==> config.mk <==
export PLATFORM = sky130hd
export DESIGN_NAME = pipe_stall_ctrl
export DESIGN_NICKNAME = d
export VERILOG_FILES = /design/src/rtl/pipe_stall_ctrl.sv
export SDC_FILE = /design/constraint.sdc
export NUM_CORES = 1
export LEC_CHECK = 0
export ABC_CLOCK_PERIOD_IN_PS = 2100
export CAP_MARGIN = 20
export CORE_MARGIN = 4
export CORE_UTILIZATION = 29
export DETAILED_ROUTE_END_ITERATION = 10
export HOLD_SLACK_MARGIN = 0.15
export PLACE_DENSITY = 0.87
export SLEW_MARGIN = 10
export SYNTH_ARGS = -nofsm -noshare
export SYNTH_HDL_FRONTEND = slang
export SYNTH_SLANG_ARGS = --single-unit
export TNS_END_PERCENT = 20
==> constraint.sdc <==
create_clock -name clk -period 2.1 [get_ports clk]
set_clock_uncertainty 0.15 [all_clocks]
set_input_delay 0.21 -clock clk [delete_from_list [all_inputs] [get_ports clk]]
set_output_delay 0.21 -clock clk [all_outputs]
set_load 0.02 [all_outputs]
==> src/rtl/pipe_stall_ctrl.sv <==
// Pipeline-wide stall/flush sequencer: merges per-stage stall requests, times
// multi-cycle EX operations and holds the flush after an exception.
module pipe_stall_ctrl #(
    parameter int unsigned STALL_W      = 6,
    parameter int unsigned MC_LEN_W     = 6,
    parameter int unsigned FLUSH_CYCLES = 1
) (
    input  logic                clk,
    input  logic                rst,
    input  logic                stallreq_if,
    input  logic                stallreq_id,
    input  logic                ex_mc_start,
    input  logic [MC_LEN_W-1:0] ex_mc_len,
    input  logic                excp_req,
    input  logic [31:0]         excp_vector,
    output logic [STALL_W-1:0]  ctrl_stall,
    output logic                flush,
    output logic [31:0]         flush_pc,
    output logic                mc_busy,
    output logic                mc_done
);

    // Each mask holds its own stage and everything upstream of it, PC included.
    localparam logic [STALL_W-1:0] MASK_EX = STALL_W'(4'b1111);
    localparam logic [STALL_W-1:0] MASK_ID = STALL_W'(3'b111);
    localparam logic [STALL_W-1:0] MASK_IF = STALL_W'(2'b11);
    localparam logic [2:0]         FL_INIT = 3'(FLUSH_CYCLES - 1);
    localparam logic [MC_LEN_W-1:0] MC_ONE = MC_LEN_W'(1);
    localparam logic [MC_LEN_W-1:0] MC_TWO = MC_LEN_W'(2);

    typedef enum logic [1:0] {StRun, StMcWait, StFlush} state_e;

    state_e              state_q, state_d;
    logic [MC_LEN_W-1:0] mc_cnt_q, mc_cnt_d;
    logic [2:0]          fl_cnt_q, fl_cnt_d;
    logic [31:0]         vec_q, vec_d;

    always_ff @(posedge clk) begin
        if (rst) begin
            state_q  <= StRun;
            mc_cnt_q <= '0;
            fl_cnt_q <= '0;
            vec_q    <= '0;
        end else begin
            state_q  <= state_d;
            mc_cnt_q <= mc_cnt_d;
            fl_cnt_q <= fl_cnt_d;
            vec_q    <= vec_d;
        end
    end

    always_comb begin
        state_d    = state_q;
        mc_cnt_d   = mc_cnt_q;
        fl_cnt_d   = fl_cnt_q;
        vec_d      = vec_q;
        ctrl_stall = '0;
        flush      = 1'b0;
        flush_pc   = '0;
        mc_busy    = (state_q == StMcWait);
        mc_done    = 1'b0;

        if (excp_req) begin
            // Exception wins everywhere and silently cancels any in-flight op.
            flush    = 1'b1;
            flush_pc = excp_vector;
            vec_d    = excp_vector;
            fl_cnt_d = FL_INIT;
            mc_cnt_d = '0;
            state_d  = (FLUSH_CYCLES > 1) ? StFlush : StRun;
        end else begin
            case (state_q)
                StFlush: begin
                    flush    = 1'b1;
                    flush_pc = vec_q;
                    fl_cnt_d = fl_cnt_q - 3'd1;
                    if (fl_cnt_q <= 3'd1) begin
                        fl_cnt_d = '0;
                        state_d  = StRun;
                    end
                end
                StMcWait: begin
                    if (mc_cnt_q <= MC_ONE) begin
                        mc_done  = 1'b1;
                        mc_cnt_d = '0;
                        state_d  = StRun;
                    end else begin
                        ctrl_stall = MASK_EX;
                        mc_cnt_d   = mc_cnt_q - MC_ONE;
                    end
                end
                StRun: begin
                    if (ex_mc_start && (ex_mc_len >= MC_TWO)) begin
                        ctrl_stall = MASK_EX;
                        mc_cnt_d   = ex_mc_len - MC_ONE;
                        state_d    = StMcWait;
                    end else if (stallreq_id) begin
                        ctrl_stall = MASK_ID;
                    end else if (stallreq_if) begin
                        ctrl_stall = MASK_IF;
                    end
                end
                default: state_d = StRun;
            endcase
        end

        // Reset aborts everything in the same cycle, including a pending mc_done.
        if (rst) begin
            ctrl_stall = '0;
            flush      = 1'b0;
            flush_pc   = '0;
            mc_busy    = 1'b0;
            mc_done    = 1'b0;
        end
    end

endmodule
**Yosys cells after proc, flatten, opt, wreduce, memory -nomap -nowiden**

Cells that the tools add are included.

- Flip-flop bits (word level): 43
- Memories: 0
- Memory bits (read-only): 0
- Logic and storage cells: 47
- RAM bits: 0
- Output and inout port bits: 41
- Bits of input ports: 44
- Bits in latches: 0

- Multipliers: 0
- Multiplexer cells: 26
- Order comparisons: 3
- Equal/unequal tests: 5
- Bitwise logic cells: 0
- Add/subtract/negate cells: 3
- Shift-type cells: 0
- Div/mod/pow operators: 0
- Reductions and logical operators: 6

Operators with widths:

| kind | number |
|---|---|
| $mux W32 | 3 |
| $mux W6 | 3 |
| $mux W4 | 3 |
| $pmux W6 S2 | 1 |
| $sub A6 B1 Y6 const B | 2 |
| $mux W1 | 8 |
| $mux W2 | 4 |
| $pmux W4 S2 | 1 |
| $ge A6 B2 Y1 const B | 1 |
| $le A6 B1 Y1 const B | 1 |
| $mux W3 | 2 |
| $pmux W2 S3 | 1 |
| $ne A2 B2 Y1 const B | 2 |
| $le A3 B1 Y1 const B | 1 |
| $reduce_and A3 Y1 | 1 |
| $sub A3 B1 Y3 const B | 1 |
| $eq A2 B1 Y1 const B | 1 |
| $eq A2 B2 Y1 const B | 1 |
| $logic_not A2 Y1 | 1 |
| $ne A2 B1 Y1 const B | 1 |
| $reduce_and A2 Y1 | 1 |
| $reduce_bool A2 Y1 | 1 |
| $reduce_or A2 Y1 | 1 |
| $logic_and A1 B1 Y1 | 1 |

**Depth between registers and ports, before layout**

- Depth after elaboration: 6
- Mapped depth: 8
- Depth with buffers taken out: 6

**Worst setup path after synthesis**

OpenSTA, ideal clock, no wires.

- Path type: register to output
- From: register mc_cnt_q[0]
- To: output ctrl_stall[1]
- Buffers on the path: 1
- Cell stages (with the launch flop): 8
- Data required time: 1.740 ns
- Slack: -0.058 ns
- Arrival time: 1.798 ns
- Path through: dfxtp_1 > inv_1 > ha_1 > o21bai_1 > nor2_1 > a211o_1 > nor2_1 > buf_4

- Cells in the longest elaborated chain, start to end: 5

Ends and longest elaborated chain:

| item | line | text |
|---|---|---|
| start: declaration | 34 | `logic [MC_LEN_W-1:0] mc_cnt_q, mc_cnt_d;` |
| start signal: assignment | 46 | `mc_cnt_q <= mc_cnt_d;` |
| $le A6 B1 Y1 | 83 | `if (mc_cnt_q <= MC_ONE) begin` |
| $mux W4 | 83 |  |
| $pmux W4 S2 | 72 | `case (state_q)` |
| $mux W4 | 63 | `if (excp_req) begin` |
| $mux W6 | 108 | `if (rst) begin` |
| end: declaration | 16 | `output logic [STALL_W-1:0] ctrl_stall,` |

Every way passes these cells.

**Worst setup path after layout**

- From: register mc_cnt_q[0]
- To: output ctrl_stall[3]

Same word-level chain as after synthesis.

==> impl_metrics.env <==
export IMPL_outcome="complete, no violations"
export IMPL_synth_area_um2=838.3
export IMPL_r2r_start="mc_cnt_q[1]"
export IMPL_final_util_pct=68.51
export IMPL_ys_seq_elements=7
export IMPL_peakVddDrop_mv=0.4353
export IMPL_cts_sinks=7
export IMPL_port_buffers=82
export IMPL_grt_pass1_wl_um=5395
export IMPL_grt_pass1_vias=1228
export IMPL_clock_latency_ns=0.25
export IMPL_p_leak_uw=0.0009275
export IMPL_rsz0062_at_grt="true"
export IMPL_area_growth_pct=125.4
export IMPL_arrival_ns=1.66
export IMPL_synth_distinct_cells=34
export IMPL_dr_total_vias=1249
export IMPL_fin_nets=267
export IMPL_clk_pin_slew_ns=0.05
export IMPL_track_usage_pct=18.58
export IMPL_period_share_pct=96.22
export IMPL_core_area_mm2=0.002758
export IMPL_start_util_pct=30.40
export IMPL_rrSetupSlack_ns=0.23
export IMPL_synth_async_reset_ratio_pct=0
export IMPL_wl_met1_um=1202
export IMPL_reg2regPathDepth=8
export IMPL_ant_nets=0
export IMPL_cap_viol_max_count=0
export IMPL_wl_met3_um=448
export IMPL_critical_path_max_fanout=4
export IMPL_drive_above_1_share_pct=22.94
export IMPL_fp_row_count=19
export IMPL_hold_path_class="in2reg"
export IMPL_p_per_area_mw_per_mm2=329.7
export IMPL_highest_layer="met4"
export IMPL_firstDrtPassIters=4
export IMPL_wirelength_um=3738
export IMPL_htree_levels=1
export IMPL_avgSynthCellArea_um2=7.354
export IMPL_r2r_end="mc_cnt_q[4]"
export IMPL_worstHoldStart="ex_mc_len[0]"
export IMPL_netlist_instances=114
export IMPL_finalSetupViolCount=0
export IMPL_cp_end_kind="output pin"
export IMPL_critPathKind="reg2out"
export IMPL_io_pins=85
export IMPL_ys_seq_area_share_pct=16.72
export IMPL_ys_warn_count=0
export IMPL_critPathLaunchType="register"
export IMPL_synth_top_flop_cell="dfxtp_1"
export IMPL_drc_errors=0
export IMPL_cts_tree="built"
export IMPL_die_w_um=61.77
export IMPL_p_total_uw=622.8
export IMPL_chipHeight_um=61.77
export IMPL_dieArea_mm2=0.003815
export IMPL_hold_ws_ns=0.3420
export IMPL_synth_edf_count=0
export IMPL_slew_violations=0
export IMPL_root_buffer="clkbuf_4"
export IMPL_final_min_clock_period_ns=2.021
export IMPL_worstPathRequired_ns=1.74
export IMPL_drt_iter0_drc=35
export IMPL_globalRouteOverflowTotal=0
export IMPL_setup_tns_ns=0
export IMPL_hpwl_um=3142
export IMPL_dr_wl_met2_um=1972
export IMPL_hold_end="mc_cnt_q[0]"
export IMPL_clk_path_buf_depth=2
export IMPL_diodes=0
export IMPL_fmaxAchievable_ghz=0.4949
export IMPL_drt_vias_per_instance=5.016
export IMPL_hold_violations=0
export IMPL_antenna_found_initial=0
export IMPL_wl_per_cell_um=15.01
export IMPL_place_congestion=0.8434
export IMPL_hold_depth=4
export IMPL_grt_max_degree=20
export IMPL_cts_made_buffers=3
worst max path at each step:
stage            startpoint       endpoint  slack (ns)  depth (start not counted)
2_1_floorplan   mc_cnt_q[0]  ctrl_stall[1]        0.05                          7
6_report        mc_cnt_q[0]  ctrl_stall[3]        0.08                          7
3_3_place_gp   ex_mc_len[0]  ctrl_stall[1]       -0.45                          9
3_5_place_dp   ex_mc_len[0]  ctrl_stall[1]       -0.57                          9
5_1_grt         mc_cnt_q[0]  ctrl_stall[3]       -0.02                          7
4_1_cts         mc_cnt_q[0]  ctrl_stall[1]       0.004                          7
registers in the layout, summed over array words and instances (netlist names):
signal    flops
mc_cnt_q      6
state_q       1
cell usage after synthesis, drive strengths merged, types with 2 or more instances:
cell	instances	share of area (%)
and2	33	25
o21ai	8	4.8
dfxtp	7	17
nor2	7	3.1
clkbuf	5	2.2
inv	5	2.2
a21oi	4	2.4
ha	4	6.0
nor2b	4	3.0
xnor2	4	4.2
buf	3	2.7
nor3	3	1.8
a32o	2	2.4
and3	2	1.5
nor3b	2	1.8
o22a	2	2.1
o22ai	2	1.5
or3	2	1.5
final cells by class:
class | instances | area (µm²)
timing repair buffer | 107 | 957.2
fill | 218 | 868.3
clock buffer | 4 | 26.28
multi-input combinational | 95 | 706.9
inverter | 5 | 18.77
tap | 31 | 38.79
sequential | 7 | 141.4
cell usage in the layout, fill, tap and decap left out, types with 3 or more instances in the layout:
cell | Yosys | final
clkdlybuf4s50_1 | 0 | 42
dfxtp_1 | 7 | 6
inv_2 | 0 | 3
nor2b_1 | 4 | 4
dlygate4sd2_1 | 0 | 33
a21oi_1 | 4 | 4
and2_1 | 33 | 33
clkbuf_4 | 0 | 3
o21ai_0 | 7 | 7
buf_4 | 3 | 29
nor2_1 | 7 | 5
xnor2_1 | 4 | 4
where the power goes:
part | leakage (µW) | internal [µW] | switching (µW)
Clock | 0.0000150 | 72.3 | 46.7
Combinational | 0.000855 | 201 | 156
Sequential | 0.0000577 | 141 | 6.15
Total | 0.000928 | 414 | 209
logic make-up after synthesis:
group | Yosys count | share of synthesized area, %
DFF | 7 | 16.72
adders and majority gates | 4 | 5.970
other | 1 | 0.4473
and+or+nand+nor | 59 | 42.39
AOI/OAI and AO/OA | 25 | 21.94
muxes | 1 | 1.194
xor gates and xnor gates | 4 | 4.179
buffers and inverters | 13 | 7.164
per-stage QoR:
stage                     std cells  area [µm²]  setup WS, ns
final                           249        1889       0.07931
after detailed placement        243        1836       -0.5738
after floorplan                 115       844.6       0.05062
after global routing            249        1889      -0.02020
after CTS                       248        1841      0.003975
after global placement          243        1836       -0.4468
what timing repair did:
item | CTS | global route
gates resized for setup | 60 | 15
setup buffers | 1 | 1
pin swaps | 2 | 4
setup endpoints to repair | 38 | 5
hold buffers | 0 | 0
metal layers:
layer | vias up | global-route usage, %
met1 | 570 | 17.39
met3 | 10 | 5.579
met4 | 0 | 7.879
met2 | 73 | 36.62
li1 | 596 | -
met5 | - | 0
critical path: stages (launching register included):
cell and delay (ns):
dfxtp_2 0.35, inv_2 0.05, ha_4 0.17, o21bai_4 0.15, nor2_2 0.05, a211o_1 0.35, nor2b_1 0.14, buf_4 0.15
(Power assumes the default switching activity.)
==> patch 1: new RTL, same flow settings <==
Change the parameter `MC_LEN_W` from 6 to 5.
--- a/src/rtl/pipe_stall_ctrl.sv
+++ b/src/rtl/pipe_stall_ctrl.sv
@@ -2,7 +2,7 @@
 // multi-cycle EX operations and holds the flush after an exception.
 module pipe_stall_ctrl #(
     parameter int unsigned STALL_W      = 6,
-    parameter int unsigned MC_LEN_W     = 6,
+    parameter int unsigned MC_LEN_W     = 5,
     parameter int unsigned FLUSH_CYCLES = 1
 ) (
     input  logic                clk,
Ports: changed (resized ex_mc_len); port bits go from 85 to 84. The function was not compared with the original's and may differ.
==> patch 1 against the original RTL <==
Setup slack lost 0.030 ns. Largest cell class unchanged. Cell area shrank 6.9%. Total power shrank 11%. Wire length shrank 14%. Hold slack lost 0.052 ns. Sequential cell count shrank 1. Critical path type is now input port to output port. Die area shrank 7.2%. Area after synthesis shrank 8.2%.
==> patch 1: results (changes against the original RTL) <==
placed_design:
  port_buffers: 81  # -1.2%
  hpwl_um: 2700  # -14%
  dp_cells: 223  # -8.2%
  gp_congestion: 0.824  # -2.3%
  dpl_cell_area_um2: 1720  # -6.2%
global_route:
  grt_util_met2_pct: 33.9  # -2.8 points
  grt_pass1_vias: 1162  # -5.4%
  grt.total_usage_pct: 17.9  # -0.71 points
  antenna_found_initial: 0  # unchanged
  met1_usage_pct: 17.1  # -0.27 points
  grt_pass1_wl_um: 4840  # -10%
  grt_max_degree: 34  # +70%
  gr-usage-met3_pct: 6.32  # +0.74 points
synth:
  synthXorXnorAreaFrac_pct: 4.55  # +0.37 points
  synth-compound-area-share_pct: 22.0  # about the same
  synth_cell_types: 38  # +12%
  synth_area_leaders: "and2_1 27%, dfxtp_1 16%, ha_1 6.5%"
  yosys_warnings: 0  # unchanged
  synthAdderAreaFrac_pct: 6.50  # +0.53 points
  synth_common_cells: "33 x and2_1, 6 x dfxtp_1, 4 x ha_1, 4 x inv_1"
  synthFlopType: "dfxtp_1"
  ys_seq_area_share_pct: 15.6  # -1.1 points
  avgSynthCellArea_um2: 7.62  # +3.6%
  async_flop_share_pct: 0  # unchanged
  synth_mux_area_share_pct: 1.30  # +0.11 points
clocking:
  clock_path_buffers: 2  # unchanged
  root_buffer: "clkbuf_4"
  clk_latency_ns: 0.26
  htree_levels: 1  # unchanged
  numCtsBuffers: 3  # unchanged
  clkTransAtPathRegs_ns: 0.05  # about the same
power_and_ir_drop:
  p_leak_nw: 0.878  # -5.3%
  p_switching_mw: 0.190  # -9.3%
  peakVddDrop_uv: 282  # -35%
critical_path:
  path_delay_family: "compound AO/OA/AOI/OAI gates"
  cp_slowest_cell: "or4_4"
  worst_ep_required_time_ns: 1.74  # about the same
  cp_slowest_stage_delay_ns: 0.41  # +0.06 ns
  crit_fanout: 4  # unchanged
  reg2reg_depth: 8  # unchanged
routing:
  drt-initial-drc-count: 22  # -37%
  finalWirelength_um: 3220  # -14%
  via_count: 1072  # -14%
  dr.pass1.iters: 4  # unchanged
  wl_per_cell_um: 14.0  # -7.0%
layout:
  insertedDiodeCount: 0  # unchanged
  fill_cells: 210  # -3.7%
  drive_above_1_share_pct: 25.4  # +2.4 points
  reg_top3: "mc_cnt_q (5), state_q (1)"
  nets: 250  # -6.4%
hold_path:
  holdPathStages: 5  # +1
  min_path_type: "input port to flop"
outcome:
  status: "finished clean"
[patch 1: power by group through the flow]
stage | clock network, mW | registers, mW | logic, mW
final | 0.112 | 0.126 | 0.318
after global routing | 0.121 | 0.126 | 0.341
after CTS | 0.116 | 0.125 | 0.303
after detailed placement | 0 | 0.127 | 0.320
after global placement | 0 | 0.126 | 0.311
after floorplan | 0 | 0.127 | 0.140
[patch 1: routing by layer]
metal / share of wire [%] / wire length, um
met4: 2.4 / 76
met5: 0 / 0
met1: 35 / 1120
met3: 6.8 / 220
met2: 56 / 1810
[patch 1: kinds of logic after synthesis]
group	count (synthesis)
adders and majority gates	4
other	1
DFF	6
xor gates and xnor gates	4
and+or+nand+nor	51
AOI/OAI and AO/OA	22
buffers and inverters	12
muxes	1
[patch 1: layout make-up]
type	instances	area share (%)
well taps	30	2.13
multi-input cells	84	35.8
repair buffers	104	52.8
flip-flops and latches	6	6.90
clock buffers	3	1.28
inverters	4	0.996
[patch 1: final timing paths]
| kind | start | endpoint | slack (ns) |
|---|---|---|---|
| setup / recovery | ex_mc_len[0] | ctrl_stall[1] | 0.05 |
| hold / removal | ex_mc_len[0] | mc_cnt_q[3] | 0.29 |
| setup reg to reg | mc_cnt_q[1] | mc_cnt_q[0] | 0.30 |
| hold reg to reg | mc_cnt_q[2] | mc_cnt_q[2] | 0.37 |
[patch 1: timing repair]
action,CTS,global route
setup endpoints to repair,39,4
resized for setup,65,15
pin swaps,4,4
setup buffers,1,4
hold buffers,0,0
[patch 1: through the flow]
stage / setup WS (ns) / utilization [%]
final: 0.0496 / 70.4
after CTS: -0.0245 / 67.7
after floorplan: 0.00152 / -
after global placement: -0.782 / 68.9
after detailed placement: -0.812 / 68.9
after global routing: -0.0175 / 70.4
[patch 1: tightest hold or removal path, stage by stage]
cell and delay, ns:
buf_6 0.08, nor3_1 0.05, xor2_1 0.14, nor2_1 0.09, o32ai_1 0.08
==> patch 2: new RTL, config.mk and constraints unchanged <==
Without the edit above. Encoding of `state_e`: now one-hot (3 bits for 3 states).
--- a/src/rtl/pipe_stall_ctrl.sv
+++ b/src/rtl/pipe_stall_ctrl.sv
@@ -28,7 +28,7 @@
     localparam logic [MC_LEN_W-1:0] MC_ONE = MC_LEN_W'(1);
     localparam logic [MC_LEN_W-1:0] MC_TWO = MC_LEN_W'(2);
 
-    typedef enum logic [1:0] {StRun, StMcWait, StFlush} state_e;
+    typedef enum logic [2:0] {StRun = 3'b001, StMcWait = 3'b010, StFlush = 3'b100} state_e;
 
     state_e              state_q, state_d;
     logic [MC_LEN_W-1:0] mc_cnt_q, mc_cnt_d;
Formal check against the unedited RTL: same outputs for any inputs over 10 cycles, from zero or initial values and one cycle with rst high; not proved beyond that.
==> patch 2 against the original RTL <==
Area after synthesis rose by 10%. Die area rose by 8.8%. Wire length rose by 1.4%. Cell area rose by 5.4%. Setup slack got worse by 0.077 ns. Sequential power rose by 15%. Sequential cell count rose by 1. Total power rose by 9.2%. Count of clock-buffer cells in the layout fell by 1. Largest cell class unchanged.
==> patch 2: results (changes against the original RTL) <==
routing:
  wl_met3_um: 360  # -20%
  drt-initial-drc-count: 24  # -31%
  met1_length_um: 1420  # +18%
global_route:
  grt_pass1_wl_um: 5750  # +6.7%
  gr-usage-met3_pct: 4.51  # -1.1 points
  grt_pass1_vias: 1263  # +2.9%
  grt_max_degree: 19  # -5.0%
layout:
  nets: 289  # +8.2%
  stdcell_count: 281  # +13%
  drive_above_1_share_pct: 20.7  # -2.3 points
hold_path:
  holdPathStages: 1  # -3
critical_path:
  cp-endpoint: "ctrl_stall[1]"
  cp_slowest_stage_delay_ns: 0.44  # +0.09 ns
  path_delay_family: "buffers and inverters"
outcome:
  status: "finished clean"
synth:
  synth_common_cells: "32 x and2_1, 10 x nor2_1, 9 x nand2_1"
  synth_mux_area_share_pct: 0  # -1.2 points
  synthAdderAreaFrac_pct: 8.13  # +2.2 points
  ys_seq_area_share_pct: 17.3  # +0.63 points
  synth_cell_types: 35  # +2.9%
  synthCells: 132  # +16%
placed_design:
  dp_slack_ns: -0.554  # +0.0200 ns
  hpwl_um: 3080  # -2.0%
sta:
  whs_ns: 0.335  # -0.00708 ns
  min_period_ns: 2.10  # +0.0773 ns
-- patch 2: cell types whose count changed in the layout (fill, tap and decap cells not counted), moves of 3 or more --
| cell | delta |
|---|---|
| o21ai_1 | +4 |
| a21o_1 | +4 |
| nand2_1 | +7 |
| nor3_1 | +5 |
| a21oi_2 | +3 |
| inv_1 | +5 |
| ha_1 | +3 |
| inv_2 | -3 |
| nor2_1 | +5 |
| o21ai_0 | -5 |
-- patch 2: area by class of cell --
| cell class | instances | area [um^2] |
|---|---|---|
| clock buffer | 3 | 22.5 |
| timing repair buffer | 110 | 981 |
| fill | 266 | 1060 |
| sequential | 8 | 163 |
| multi-input combinational | 108 | 741 |
| inverter | 8 | 30.0 |
| tap | 44 | 55.1 |
-- patch 2: repair_timing --
item                       in CTS  in global routing
gates resized for setup        59                  7
gates cloned                    0                  0
setup buffers                   5                  0
pin swaps                       5                  3
hold buffers                    0                  0
setup endpoints to repair      43                  5
